### config.mk
export PLATFORM = sky130hd
export DESIGN_NAME = ula
export DESIGN_NICKNAME = d
export VERILOG_FILES = /design/src/rtl/ula.sv
export SDC_FILE = /design/constraint.sdc
export NUM_CORES = 1
export LEC_CHECK = 0
export ABC_CLOCK_PERIOD_IN_PS = 1200
export CORE_MARGIN = 5
export CORE_UTILIZATION = 40
export CTS_BUF_LIST = sky130_fd_sc_hd__clkbuf_4 sky130_fd_sc_hd__clkbuf_8
export CTS_CLUSTER_DIAMETER = 150
export CTS_CLUSTER_SIZE = 16
export DETAILED_ROUTE_END_ITERATION = 10
export PLACE_DENSITY = 0.77
export SYNTH_ARGS = -nofsm -noshare
export SYNTH_HDL_FRONTEND = slang
export SYNTH_SLANG_ARGS = --single-unit
export TNS_END_PERCENT = 10
### constraint.sdc
create_clock -name clock -period 1.2 [get_ports clock]
set_input_delay 0.12 -clock clock [delete_from_list [all_inputs] [get_ports clock]]
set_output_delay 0.12 -clock clock [all_outputs]
set_load 0.005 [all_outputs]
### src/rtl/ula.sv
// ULA: 8-bit add/subtract unit of the nRisc datapath.
// Result is registered; Zero is decoded from the registered result.
module ula (
    input  logic [7:0] bReg,
    input  logic [7:0] mux,
    output logic       Zero,
    output logic [7:0] out,
    input  logic       OpULA,
    input  logic       clock,
    input  logic       reset
);

    logic [7:0] operand_b;
    logic [7:0] carry_in;
    logic [7:0] out_d;
    logic [7:0] out_q;

    // Subtract is done as bReg + ~mux + 1; the final carry/borrow is dropped.
    always_comb begin
        // NOTE: every signal gets a default first so no path leaves it unassigned (no latch).
        operand_b = mux;
        carry_in  = 8'h00;
        if (OpULA == 1'b1) begin
            operand_b = ~mux;
            carry_in  = 8'h01;
        end
        out_d = bReg + operand_b + carry_in;
    end

    always_ff @(posedge clock or posedge reset) begin
        if (reset) begin
            out_q <= 8'h00;
        end else begin
            // NOTE: non-blocking so every register samples pre-edge values.
            out_q <= out_d;
        end
    end

    assign out  = out_q;
    assign Zero = (out_q == 8'h00);

endmodule

**After elaboration in Yosys (flattened, before gate mapping)**

Index checks and enable logic that the tools add are counted.

- Word-level logic and storage cells: 7
- Register bits after elaboration: 8
- Output and inout port bits: 9

- Reductions and logical operators: 1
- $add $sub $neg: 2
- Bitwise operators: 1
- Muxes and demuxes: 2

Operator list:

| operator | count |
|---|---|
| adder 8 bit | 2 |
| logical NOT 8 bit | 1 |
| two-way mux 8 bit | 1 |
| inverter 8 bit | 1 |
| two-way mux 1 bit | 1 |

**Logic depth before layout (Yosys ltp)**

Gate-level depths: netlist of the first run.

- Word-level depth: 4
- Gate-level depth with buffers: 8
- Gate-level depth less buffers: 6

**Worst setup path before layout of the first run**

No wires, ideal clock.

- Path kind: input to register
- Start point: in OpULA
- End point: reg out_q[5] (netlist: out[5])
- Data required time: 1.120 ns
- Path buffers: 2
- Library setup time: 0.080 ns
- Stages: 8
- Path slack: -0.545 ns
- Data arrival time: 1.665 ns
- Path through: buf_6 xor2_1 ha_1 buf_6 and4_1 a211o_2 a211oi_2 xnor2_1

- Cells in the longest elaborated chain, start to end: 3

RTL lines:

| element | line | RTL |
|---|---|---|
| from (decl) | 8 | `input logic OpULA,` |
| two-way mux 8 bit | 23 | `if (OpULA == 1'b1) begin` |
| adder 8 bit | 27 | `out_d = bReg + operand_b + carry_in;` |
| adder 8 bit * | 27 |  |
| net out_d[5] | 15 | `logic [7:0] out_d;` |
| to (signal assigned) | 35 | `out_q <= out_d;` |
| to (decl) | 16 | `logic [7:0] out_q;` |

The timed path passes the listed nets; every way through them passes the cells marked *.

**Worst setup path after layout of the first run**

- Start point: reg out_q[3] (netlist: out[3])
- End point: out Zero

- Cells in the longest elaborated chain, start to end: 1

RTL lines:

| element | line | RTL |
|---|---|---|
| logical NOT 8 bit | 40 | `assign Zero = (out_q == 8'h00);` |
| to (decl) | 6 | `output logic Zero,` |

No other way between the ends.

==> qor.txt, run 1 <==
status = finished, violations left
failing checks = setup timing
Congestion Overflow GR = 0
Synth Register Bits = 8
Mapped Cells = 57
crit path time final = 1.47 ns
crit path DAT = 1.35 ns
Switching Share = 29.3%
grt met2 use = 26.1%
initial antenna violation count = 0
Final Worst Setup Slack = -0.269 ns
grt met3 use = 2.11%
WP buf/inv = 1
nets@finish = 133
effective utilization at floorplan = 42.3%
Seq/Total Area, Yosys = 31.4%
DIE AREA = 0.00249 mm2
Die W = 49.9 um
core area = 0.00151 mm2
P_int = 0.839 mW
DP HPWL = 1230 um
Area growth syn-to-layout = 76.4%
crit-path cells = or4_1 -> nor2_1 -> buf_2
Crit path required time = 1.08 ns
via/cell ratio = 5.05
syn nets = 83
Hold Path Class = in2reg
Reg power frac = 31.5%
DR WL/cell = 11.9 um
CTS H-tree depth = 1
gr usage total = 13.1%
Pleak = 0.550 nW
Mean Syn Cell Area = 11.2 um2
die extent in y = 49.9 um
Worst Setup Path Type = reg2out
Most used DFF post-synth = dfrtp_1
RSZ-0062 raised after global routing = true
maxcap violations = 0
Post-synth EDFFs = 0
Pwr Density = 1060 mW/mm2
Slew Limit Fails = 0
asr flop ratio synth = 100%
Crit path max-delay family = simple AND/OR/NAND/NOR gates
VDD IR max = 0.433 mV
Clk pwr share = 16.6%
Final Cell Area = 0.00112 mm2
input/output buffers = 27
CTS sink count = 8
DRT Wirelength = 1440 um
clock-pin slew on the worst setup and hold paths = 0.05 ns
Fill cells = 121
largest net degree at the start of global routing = 9
vias in the first global route = 667
placed cell areas = 0.00102 mm2
switching pwr = 0.347 mW
met1 Use GR = 11.3%
Ports = 28
ratio of cells with drive above 1 in the final layout = 44.8%
Iter 0 DRT Violations = 0
Fmax achieved = 681 MHz
grt peak-use layer = met2
dominant cells by area after synthesis = dfrtp_1 31%, ha_1 12%, xor2_1 11%
CP max stage cell = or4_1
sequential cell area = 200 um2
diodes inserted = 0
mapped cell area = 637 um2
global-route wire length before repair = 2530 um
Pre-Repair DR Iteration Count = 1
DRC viols = 0
Logic pwr share = 51.9%
via count = 611
Tcrit/Tclk final = 122%
share of the synthesized area in the top cell type = 31.4%
critical path startpoint category = register
cell taking the most area after synthesis = dfrtp_1
CTS tree = done
CP max FO = 2
total CTS buffers = 3
CTS max path bufs = 2
area of the multi-input gates = 482 um2
CTS root buf = clkbuf_4
critical path's largest stage delay = 0.53 ns
Final ANT Viol Nets = 0
max reg flops = 8
Yosys cell types = 26
# placed instances = 114
slew margin rel. = 81.0%
hold_buf cts = 0
synth warn = 0
Setup crit end kind = primary output
final hold violations = 0
FP Rows = 14
Worst-Margin Slew = 0.285 ns
final setup violation count = 5
GPL Wtd Cong = 0.733
final cell count without fillers = 121
==> power by group through the flow <==
stage / registers (mW) / logic, mW / clock network [mW]
floorplan: 0.390 / 0.256 / 0
global placement: 0.378 / 0.582 / 0
detailed placement: 0.384 / 0.595 / 0
CTS: 0.377 / 0.598 / 0.204
global route: 0.382 / 0.679 / 0.217
finish: 0.374 / 0.616 / 0.197
==> metrics by stage <==
step	power (mW)	worst slack [ns]	util [%]	hold WS (ns)	setup TNS [ns]
2_1_floorplan	0.646	-0.443	-	-0.0643	-1.61
3_3_place_gp	0.960	-0.958	68.0	0.372	-5.73
3_5_place_dp	0.979	-1.03	68.0	0.395	-6.30
4_1_cts	1.18	-0.289	73.0	0.126	-1.23
5_1_grt	1.28	-0.301	74.6	0.0739	-1.20
6_report	1.19	-0.269	74.6	0.0717	-0.951
==> synth_stat cells, types with 2 or more instances <==
cell / number
a21oi_1: 2
and4_1: 2
buf_6: 2
dfrtp_1: 8
ha_1: 6
inv_1: 2
nor2_1: 2
nor2b_1: 2
or4_1: 2
xnor2_1: 6
xor2_1: 8
==> layer usage <==
layer | routed length (um) | vias up
li1 | - | 302
met1 | 493 | 273
met2 | 769 | 30
met3 | 125 | 6
met4 | 51 | 0
met5 | 0 | -
==> cells in the final DEF (no fill, tap or decap), drive strengths merged, types with 5 or more instances in the layout <==
| cell | synthesis | final |
|---|---|---|
| clkdlybuf4s50 | 0 | 7 |
| ha | 6 | 6 |
| dlygate4sd2 | 0 | 10 |
| dfrtp | 8 | 8 |
| xnor2 | 6 | 6 |
| xor2 | 8 | 8 |
| buf | 2 | 26 |
| clkbuf | 0 | 5 |
==> cells by family (layout without fill, tap and decap cells) <==
family | Yosys count | after routing | share of synthesized area (%)
AND/OR/NAND/NOR | 13 | 13 | 13.4
multiplexers | 1 | 1 | 2.36
flip-flops | 8 | 8 | 31.4
XOR/XNOR | 14 | 14 | 19.3
adder cells (fa/ha/maj) | 7 | 7 | 14.9
buffers and inverters | 4 | 52 | 4.72
AO/OA/AOI/OAI | 10 | 10 | 13.9
==> timing repair <==
item / in CTS / in global routing
pin swaps: 15 / 15
setup endpoints to repair: 16 / 9
setup buffers: 3 / 1
gates resized for setup: 48 / 11
==> layout make-up <==
class                      instances  share of cell area, %
inverter                           2                  0.668
multi-input combinational         45                   42.9
tap                               16                   1.78
timing repair buffer              47                   34.9
sequential                         8                   17.8
clock buffer                       3                   2.00
==> final timing paths <==
path / end / cells past startpoint / startpoint
worst max-delay path: Zero / 3 / out[3]$_DFF_PP0_
worst min-delay path: out[0]$_DFF_PP0_ / 2 / bReg[0]
max in group asynchronous: out[6]$_DFF_PP0_ / 2 / reset
min in group asynchronous: out[2]$_DFF_PP0_ / 2 / reset
No activity file was read; power rests on OpenSTA's default activity.
==> run 2: changes to the inputs <==
- TNS_END_PERCENT: 10 -> default
==> run 2 against run 1 <==
Against the previous run:
- largest cell class unchanged
- final area rose by 4.8%
- cell count is 1.7% higher
- largest power group unchanged
- clock power barely moved
- flip-flop and latch count is the same
- routed wire length is 28% higher
- maximum frequency down 0.30%
- core utilization grew 3.6 points
- the run still ends with setup timing left
- global-route usage grew 1.6 points
- critical path depth did not move
- sequential share of layout area shrank 0.81 points
- die area is the same
- first-iteration DRC count increased by 5
==> qor.txt, run 2 (synthesized netlist as in run 1, its figures left out) <==
vias in the first global route = 667 (unchanged)
nets@finish = 135 (+1.5%)
crit-path cells = or4_1 -> nor2_2 -> buf_2
effective utilization at floorplan = 42.3% (unchanged)
TNS Setup = -1.06 ns (-0.110 ns)
CP max stage cell = or4_1
Worst-Margin Slew = 0.284 ns (-0.000333 ns)
Iter 0 DRT Violations = 5 (+5)
CTS sink count = 8 (unchanged)
DP Worst Slack = -1.07 ns (-0.0350 ns)
global-route wire length before repair = 2790 um (+11%)
slew margin rel. = 81.0% (about the same)
largest net degree at the start of global routing = 9 (unchanged)
CTS max path bufs = 2 (unchanged)
Congestion Overflow GR = 0 (unchanged)
critical path's largest stage delay = 0.53 ns (about the same)
Met1 Routed Length = 657 um (+33%)
Final Worst Setup Slack = -0.273 ns (-0.00447 ns)
CTS H-tree depth = 1 (unchanged)
final hold violations = 0 (unchanged)
Max Used Layer = met4
clock-pin slew on the worst setup and hold paths = 0.05 ns (about the same)
Fill cells = 110 (-9.1%)
final setup violation count = 6 (+1)
maxcap violations = 0 (unchanged)
input/output buffers = 27 (unchanged)
sequential cell area = 200 um2 (unchanged)
Fmax achieved = 679 MHz (-0.30%)
ratio of cells with drive above 1 in the final layout = 47.7% (+2.9 points)
placed cell areas = 0.00104 mm2 (+1.3%)
via/cell ratio = 5.13 (+1.6%)
failing checks = setup timing
DR WL/cell = 15.0 um (+26%)
DIE AREA = 0.00249 mm2 (unchanged)
met2 wire length = 1070 um (+39%)
area of the multi-input gates = 503 um2 (+4.4%)
Crit path required time = 1.08 ns (about the same)
gr usage total = 14.6% (+1.6 points)
most frequent cells in the layout = 21 x buf_4, 11 x dlygate4sd2_1, 8 x dfrtp_1
crit path time final = 1.47 ns (+0.00447 ns)
Hold Path Class = in2async
DP HPWL = 1340 um (+9.3%)
Hold WS = 0.127 ns (+0.0558 ns)
Slew Limit Fails = 0 (unchanged)
VDD IR max = 0.412 mV (-4.8%)
total power = 1.24 mW (+4.8%)
FP Rows = 14 (unchanged)
via count = 631 (+3.3%)
status = finished, violations left
Area growth syn-to-layout = 84.9%
total CTS buffers = 3 (unchanged)
CP max FO = 2 (unchanged)
initial antenna violation count = 0 (unchanged)
DRC viols = 0 (unchanged)
Worst Setup Path Type = reg2out
RSZ-0062 raised after global routing = true
Levels on crit path = 3 (unchanged)
WP buf/inv = 1 (unchanged)
most common cell after layout, fill and taps aside = buf_4
Final ANT Viol Nets = 0 (unchanged)
Setup crit end kind = primary output
WL met3 = 105 um (-16%)
Pleak = 0.566 nW (+2.8%)
Crit path max-delay family = simple AND/OR/NAND/NOR gates
crit path DAT = 1.35 ns (about the same)
CTS tree = done
DRT Wirelength = 1840 um (+28%)
diodes inserted = 0 (unchanged)
Ports = 28 (unchanged)
Tcrit/Tclk final = 123% (+0.37 points)
max reg flops = 8 (unchanged)
GPL Wtd Cong = 0.709 (-3.3%)
Final Cell Area = 0.00118 mm2 (+4.8%)
CTS root buf = clkbuf_4
Pre-Repair DR Iteration Count = 2 (+1)
die extent in y = 49.9 um (unchanged)
critical path startpoint category = register
core area = 0.00151 mm2 (unchanged)
Die W = 49.9 um (unchanged)
Pwr Density = 1060 mW/mm2 (about the same)
[run 2: changes by cell type in the layout (fill, tap and decap cells not counted), moves of 2 or more]
cell,delta
buf_4,+2
buf_6,+3
clkbuf_2,-2
clkdlybuf4s50_1,-2
[run 2: layout make-up]
class | instances | share of cell area (%)
clock buffer | 3 | 1.91
inverter | 2 | 0.638
multi-input combinational | 45 | 42.7
sequential | 8 | 17.0
tap | 16 | 1.70
timing repair buffer | 49 | 36.0
[run 2: metrics by stage]
step	std cells	utilization (%)
after floorplan	57	-
after global placement	115	68.9
after detailed placement	115	68.9
after CTS	121	72.8
after global routing	123	78.2
final	123	78.2
[run 2: repair_timing]
action,in CTS,in global routing
endpoints found under the setup margin,16,6
gates resized for setup,55,15
setup buffers,5,2
pin swaps,25,18
endpoints found under the hold margin,0,0
hold buffers,0,0
[run 2: worst max path at each step]
stage          slack (ns)             start          endpoint
2_1_floorplan       -0.44             OpULA  out[5]$_DFF_PP0_
3_3_place_gp        -0.96             OpULA  out[5]$_DFF_PP0_
3_5_place_dp        -1.07             OpULA  out[5]$_DFF_PP0_
4_1_cts             -0.28  out[6]$_DFF_PP0_              Zero
5_1_grt             -0.35  out[6]$_DFF_PP0_              Zero
6_report            -0.27  out[1]$_DFF_PP0_              Zero
[run 2: power breakdown]
part / switching (mW) / internal (mW) / total (mW)
registers: 0.0317 / 0.346 / 0.377
logic: 0.260 / 0.408 / 0.668
clock network: 0.0839 / 0.114 / 0.198
total: 0.376 / 0.867 / 1.24
[run 2: per-layer routing]
layer  vias up  global-route usage (%)
li1        307                       -
met1       303                    13.0
met2        19                    28.8
met3         2                    2.11
met4         0                    10.0
met5         -                       0
